## config.mk

```make
export PLATFORM = sky130hd
export DESIGN_NAME = alu_pipe
export DESIGN_NICKNAME = d
export VERILOG_FILES = /design/src/rtl/alu_pipe.sv
export SDC_FILE = /design/constraint.sdc
export NUM_CORES = 1
export LEC_CHECK = 0
export ABC_CLOCK_PERIOD_IN_PS = 2700
export BUFFER_PORTS_ARGS = -buffer_cell sky130_fd_sc_hd__buf_2
export CAP_MARGIN = 15
export CELL_PAD_IN_SITES_DETAIL_PLACEMENT = 0
export CELL_PAD_IN_SITES_GLOBAL_PLACEMENT = 2
export CORE_UTILIZATION = 33
export CTS_CLUSTER_SIZE = 12
export DETAILED_ROUTE_END_ITERATION = 8
export GPL_ROUTABILITY_DRIVEN = 0
export GPL_TIMING_DRIVEN = 0
export PLACE_DENSITY_LB_ADDON = 0.1
export SYNTH_ARGS = -nofsm -noshare
export SYNTH_HDL_FRONTEND = slang
export SYNTH_SLANG_ARGS = --single-unit
```

## constraint.sdc

```tcl
create_clock -name clk -period 2.7 [get_ports clk]
set_input_delay 0.135 -clock clk [delete_from_list [all_inputs] [get_ports clk]]
set_output_delay 0.135 -clock clk [all_outputs]
set_load 0.01 [all_outputs]
```

## src/rtl/alu_pipe.sv

```systemverilog
// Two-stage pipelined W-bit ALU with valid/ready on both sides; opcode in instr[7:5].
// Define ALU_FLAGS_EN to add a registered {C,Z,N,V} flags output.
module alu_pipe #(
  parameter int W   = 4,
  parameter int SHW = 3
) (
  input  logic         clk,
  input  logic         rst,
  input  logic         in_valid,
  output logic         in_ready,
  input  logic [7:0]   instr,
  input  logic [W-1:0] A,
  input  logic [W-1:0] B,
  output logic         out_valid,
  input  logic         out_ready,
  output logic [W-1:0] dato_out,
  output logic [2:0]   op_out
`ifdef ALU_FLAGS_EN
  ,
  output logic [3:0]   flags
`endif
);

  logic           s1_valid_q, s1_valid_d;
  logic [2:0]     s1_op_q;
  logic [SHW-1:0] s1_sh_q;
  logic [W-1:0]   s1_a_q, s1_b_q;
  logic           out_valid_q;
  logic [W-1:0]   dato_q, res_d;
  logic [2:0]     op_q;
  logic [W:0]     add_full, sub_full;
  logic           sh_big;
  logic           accept, s2_load, s1_move;
  logic           unused_instr;

  assign unused_instr = ^instr;

  // The output register frees up whenever it is empty or being drained this cycle.
  assign s2_load    = !out_valid_q || out_ready;
  assign s1_move    = s1_valid_q && s2_load;
  assign in_ready   = !s1_valid_q || s1_move;
  assign accept     = in_valid && in_ready;
  assign s1_valid_d = accept ? 1'b1 : (s1_move ? 1'b0 : s1_valid_q);

  always_ff @(posedge clk) begin
    if (rst) begin
      s1_valid_q <= 1'b0;
      s1_op_q    <= '0;
      s1_sh_q    <= '0;
      s1_a_q     <= '0;
      s1_b_q     <= '0;
    end else begin
      s1_valid_q <= s1_valid_d;
      if (accept) begin
        s1_op_q <= instr[7:5];
        s1_sh_q <= instr[SHW-1:0];
        s1_a_q  <= A;
        s1_b_q  <= B;
      end
    end
  end

  always_comb begin
    add_full = {1'b0, s1_a_q} + {1'b0, s1_b_q};
    sub_full = {1'b0, s1_a_q} - {1'b0, s1_b_q};
    sh_big   = (int'(s1_sh_q) >= W);
    res_d    = '0;
    case (s1_op_q)
      3'd0: res_d = add_full[W-1:0];
      3'd1: res_d = ~s1_a_q;
      3'd2: res_d = sh_big ? '0 : (s1_a_q << s1_sh_q);
      3'd3: res_d = sh_big ? '0 : (s1_a_q >> s1_sh_q);
      3'd4: res_d = {{(W-1){1'b0}}, (s1_a_q == s1_b_q)};
      3'd5: res_d = {{(W-1){1'b0}}, (s1_a_q > s1_b_q)};
      3'd6: res_d = sub_full[W-1:0];
      3'd7: res_d = s1_a_q & s1_b_q;
      default: res_d = '0;
    endcase
  end

  always_ff @(posedge clk) begin
    if (rst) begin
      out_valid_q <= 1'b0;
      dato_q      <= '0;
      op_q        <= '0;
    end else if (s2_load) begin
      out_valid_q <= s1_valid_q;
      if (s1_valid_q) begin
        dato_q <= res_d;
        op_q   <= s1_op_q;
      end
    end
  end

  assign out_valid = out_valid_q;
  assign dato_out  = dato_q;
  assign op_out    = op_q;

`ifdef ALU_FLAGS_EN
  logic [3:0] flags_q, flags_d;
  logic       c_d, v_d;

  // C is carry for ADD and no-borrow for SUB; V is signed overflow of the same two ops.
  always_comb begin
    c_d = 1'b0;
    v_d = 1'b0;
    if (s1_op_q == 3'd0) begin
      c_d = add_full[W];
      v_d = (s1_a_q[W-1] == s1_b_q[W-1]) && (res_d[W-1] != s1_a_q[W-1]);
    end else if (s1_op_q == 3'd6) begin
      c_d = ~sub_full[W];
      v_d = (s1_a_q[W-1] != s1_b_q[W-1]) && (res_d[W-1] != s1_a_q[W-1]);
    end
    flags_d = {c_d, (res_d == '0), res_d[W-1], v_d};
  end

  always_ff @(posedge clk) begin
    if (rst) begin
      flags_q <= 4'b0;
    end else if (s2_load && s1_valid_q) begin
      flags_q <= flags_d;
    end
  end

  assign flags = flags_q;
`endif

endmodule

```

==> flow_metrics.env <==
export IMPL_dr_first_iter_drc_count=61
export IMPL_initial_utilization_pct=35.1
export IMPL_dpl_worst_slack_ns=0.610
export IMPL_min_cycle_time_layout_ns=2.12
export IMPL_netlist_area_leader_share_pct=31.8
export IMPL_postSynthRegisterBits=23
export IMPL_ctsHtreeMaxLevel=1
export IMPL_startpoint_type="flop"
export IMPL_power_total_mw=0.772
export IMPL_final_nets=247
export IMPL_cts_resized_gates=0
export IMPL_remaining_drc_errors=0
export IMPL_ir_drop_mv=0.164
export IMPL_setup_tns_final_ns=0
export IMPL_tritoncts_num_buffers=3
export IMPL_via_count=1358
export IMPL_cp_max_fo=7
export IMPL_pin_count=29
export IMPL_first_pass_grt_wire_length_mm=6.09
export IMPL_clockBufferDepth=2
export IMPL_timing_clock_skew_ns=0.00131
export IMPL_num_antenna_cells=0
export IMPL_syn_area_per_cell_um2=7.78
export IMPL_chipHeight_um=68.2
export IMPL_seq_power_share_pct=48.9
export IMPL_clock_power_share_pct=28.7
export IMPL_cellPowerDensity_mw_per_mm2=458
export IMPL_netSwitchingFraction_pct=30.2
export IMPL_nature_of_the_critical_path_endpoint="flop"
export IMPL_share_of_the_yosys_chip_area_belonging_to_registers_pct=31.8
export IMPL_power_internal_mw=0.539
export IMPL_critical_path_reg2reg_startpoint="s1_a_q[2]"
export IMPL_tightestPinTransition_ns=0.540
export IMPL_drive_above_1_share_pct=16.2
export IMPL_fraction_of_synthesis_flops_using_an_asynchronous_set_or_reset_pin_pct=0
export IMPL_post_synth_inst_count=186
export IMPL_num_rows=23
export IMPL_totalWireLength_mm=3.62
export IMPL_synth_cell_types=49
export IMPL_top_cells_by_area_in_the_synthesized_netlist="sky130_fd_sc_hd__dfxtp_1, sky130_fd_sc_hd__nand2_1, sky130_fd_sc_hd__a21oi_1, sky130_fd_sc_hd__ha_1, sky130_fd_sc_hd__fa_1"
export IMPL_hold_ws_ns=0.0769
export IMPL_postLayoutSetupSlackWorst_ns=0.580
export IMPL_grt_total_usage_pct=17.8
export IMPL_area_growth_synth_to_final_pct=16.4
export IMPL_ctsHoldBuffers=0
export IMPL_detail_route_vias_per_cell=5.11
export IMPL_max_cap_violations=0
export IMPL_syn_cell_area_mm2=0.00145
export IMPL_synth_largest_area_cell="sky130_fd_sc_hd__dfxtp_1"
export IMPL_p_switching_mw=0.233
export IMPL_root_buffer_master="sky130_fd_sc_hd__clkbuf_8"
export IMPL_clk_latency_ns=0.27
export IMPL_timing_hold_worst_path_depth=2
export IMPL_ys_flop_type="sky130_fd_sc_hd__dfxtp_1"
export IMPL_drt_first_pass_iters=4
export IMPL_hpwl_detailed_mm=2.78
export IMPL_overflow=0
export IMPL_hp_class="in2reg"
export IMPL_setup_viol=0
export IMPL_worst_slew_margin_rel_pct=64.0
export IMPL_library_cell_with_the_highest_instance_count_after_synthesis="sky130_fd_sc_hd__nand2_1"
export IMPL_detail_route_wl_per_cell_um=13.6
export IMPL_core_area_mm2=0.00412
export IMPL_crit_arrival_ns=2.30
export IMPL_timing_hold_worst_endpoint="dato_out[3]"
export IMPL_synth_top_cells_by_count="sky130_fd_sc_hd__nand2_1, sky130_fd_sc_hd__a21oi_1, sky130_fd_sc_hd__dfxtp_1"
export IMPL_timing_final_crit_share_pct=78.5
export IMPL_cts_clk_slew_worst_paths_ns=0.08
export IMPL_timing_reg2reg_worst_path_depth=7
export IMPL_grt_setup_unrepaired="false"
export IMPL_dieArea_mm2=0.00465
export IMPL_final_core_utilization_pct=40.9
export IMPL_synth_edff_count=0
export IMPL_tritoncts_num_sinks=23
export IMPL_combPwrFrac_pct=22.4
export IMPL_grt_pass1_vias=1285
export IMPL_worst_ep_required_time_ns=2.88
export IMPL_outcome="finished clean"
export IMPL_syn_num_nets=216
export IMPL_fp_dieW_um=68.2
export IMPL_tritoncts_clock_tree="built"
export IMPL_crit_reg2reg_capture="dato_out[3]"
export IMPL_final_hold_violation_count=0
export IMPL_maxClockFrequency_ghz=0.472
export IMPL_holdCritStartpoint="rst"
export IMPL_grt_max_degree=13
export IMPL_io_buffer_count=26
export IMPL_yosysWarnings=0
export IMPL_cts_setup_buffers=0
export IMPL_critical_path_class="reg2reg"
export IMPL_drt_antenna_violating_nets=0
export IMPL_p_leak_nw=0.692
export IMPL_antenna_found_initial=0
export IMPL_timing_final_max_slew_violations=0
export IMPL_worst_r2r_setup_slack_ns=0.58
[through the flow]
step,cell area [um2],std cells
final,1680,266
after global routing,1680,266
after CTS,1680,266
after detailed placement,1640,262
after global placement,1640,262
after floorplan,1450,186
[worst max-delay path, stage by stage, from the launching register on]
cell,delay [ns]
sky130_fd_sc_hd__dfxtp_1,0.49
sky130_fd_sc_hd__ha_1,0.29
sky130_fd_sc_hd__clkbuf_1,0.19
sky130_fd_sc_hd__a21oi_1,0.23
sky130_fd_sc_hd__a21boi_0,0.13
sky130_fd_sc_hd__o41ai_1,0.31
sky130_fd_sc_hd__nor3_1,0.12
sky130_fd_sc_hd__o41ai_2,0.27
[cell type report]
class,instances,area [um2]
fill,448,2430
multi-input combinational,141,895
sequential,23,460
timing repair buffer,26,130
tap,50,62.6
buffer,12,53.8
clock buffer,4,45.0
inverter,10,37.5
[cells in the final DEF, fill, tap and decap left out, types with 2 or more instances in the layout]
cell type,n
sky130_fd_sc_hd__and2_0,2
sky130_fd_sc_hd__nor2_1,8
sky130_fd_sc_hd__a21oi_1,25
sky130_fd_sc_hd__a311oi_1,2
sky130_fd_sc_hd__or4b_1,2
sky130_fd_sc_hd__clkbuf_1,9
sky130_fd_sc_hd__ha_1,8
sky130_fd_sc_hd__nand4_1,2
sky130_fd_sc_hd__a211o_1,2
sky130_fd_sc_hd__fa_1,2
sky130_fd_sc_hd__or3_1,2
sky130_fd_sc_hd__inv_1,9
sky130_fd_sc_hd__buf_2,27
sky130_fd_sc_hd__nand3_1,3
sky130_fd_sc_hd__nand2b_1,2
sky130_fd_sc_hd__clkbuf_8,3
sky130_fd_sc_hd__and3_1,2
sky130_fd_sc_hd__nor2b_1,5
sky130_fd_sc_hd__buf_1,2
sky130_fd_sc_hd__nand2_1,40
sky130_fd_sc_hd__o21ai_0,6
sky130_fd_sc_hd__dfxtp_1,23
sky130_fd_sc_hd__mux2i_1,3
[flip-flops by register name, summed over array words and instances (netlist names)]
signal / flops
dato_out: 4
op_out: 3
out_valid: 1
s1_valid_q: 1
s1_sh_q: 3
s1_op_q: 3
s1_a_q: 4
s1_b_q: 4
[cells by family after synthesis]
group,share of synthesized area [%]
AOI/OAI and AO/OA,20.9
xor gates and xnor gates,1.21
adders and majority gates,9.69
buffers and inverters,6.31
DFF,31.8
muxes,4.67
and+or+nand+nor,25.3
[layer usage]
metal  vias to the layer above  global-route usage [%]  wire (um)
met2                        19                    28.8       1700
met3                         5                    2.50         87
met5                         -                       0          0
met1                       628                    24.1       1780
met4                         0                    5.47         44
li1                        706                       -          -
[power by group through the flow]
| stage | Clock (mW) | Sequential (mW) | Combinational, mW |
|---|---|---|---|
| 2_1_floorplan | 0 | 0.383 | 0.118 |
| 3_3_place_gp | 0 | 0.385 | 0.169 |
| 3_5_place_dp | 0 | 0.386 | 0.173 |
| 4_1_cts | 0.225 | 0.378 | 0.173 |
| 5_1_grt | 0.243 | 0.381 | 0.197 |
| 6_report | 0.222 | 0.377 | 0.173 |
[worst max-delay path by stage]
stage	start	end	slack, ns	cells after the start
after floorplan	s1_a_q[0]	dato_out[2]	0.90	9
after global placement	s1_a_q[0]	dato_out[2]	0.66	9
after detailed placement	s1_a_q[2]	dato_out[3]	0.61	7
after CTS	s1_a_q[2]	dato_out[3]	0.58	7
after global routing	s1_a_q[2]	dato_out[3]	0.34	7
final	s1_a_q[2]	dato_out[3]	0.58	7
(Power assumes the default switching activity.)
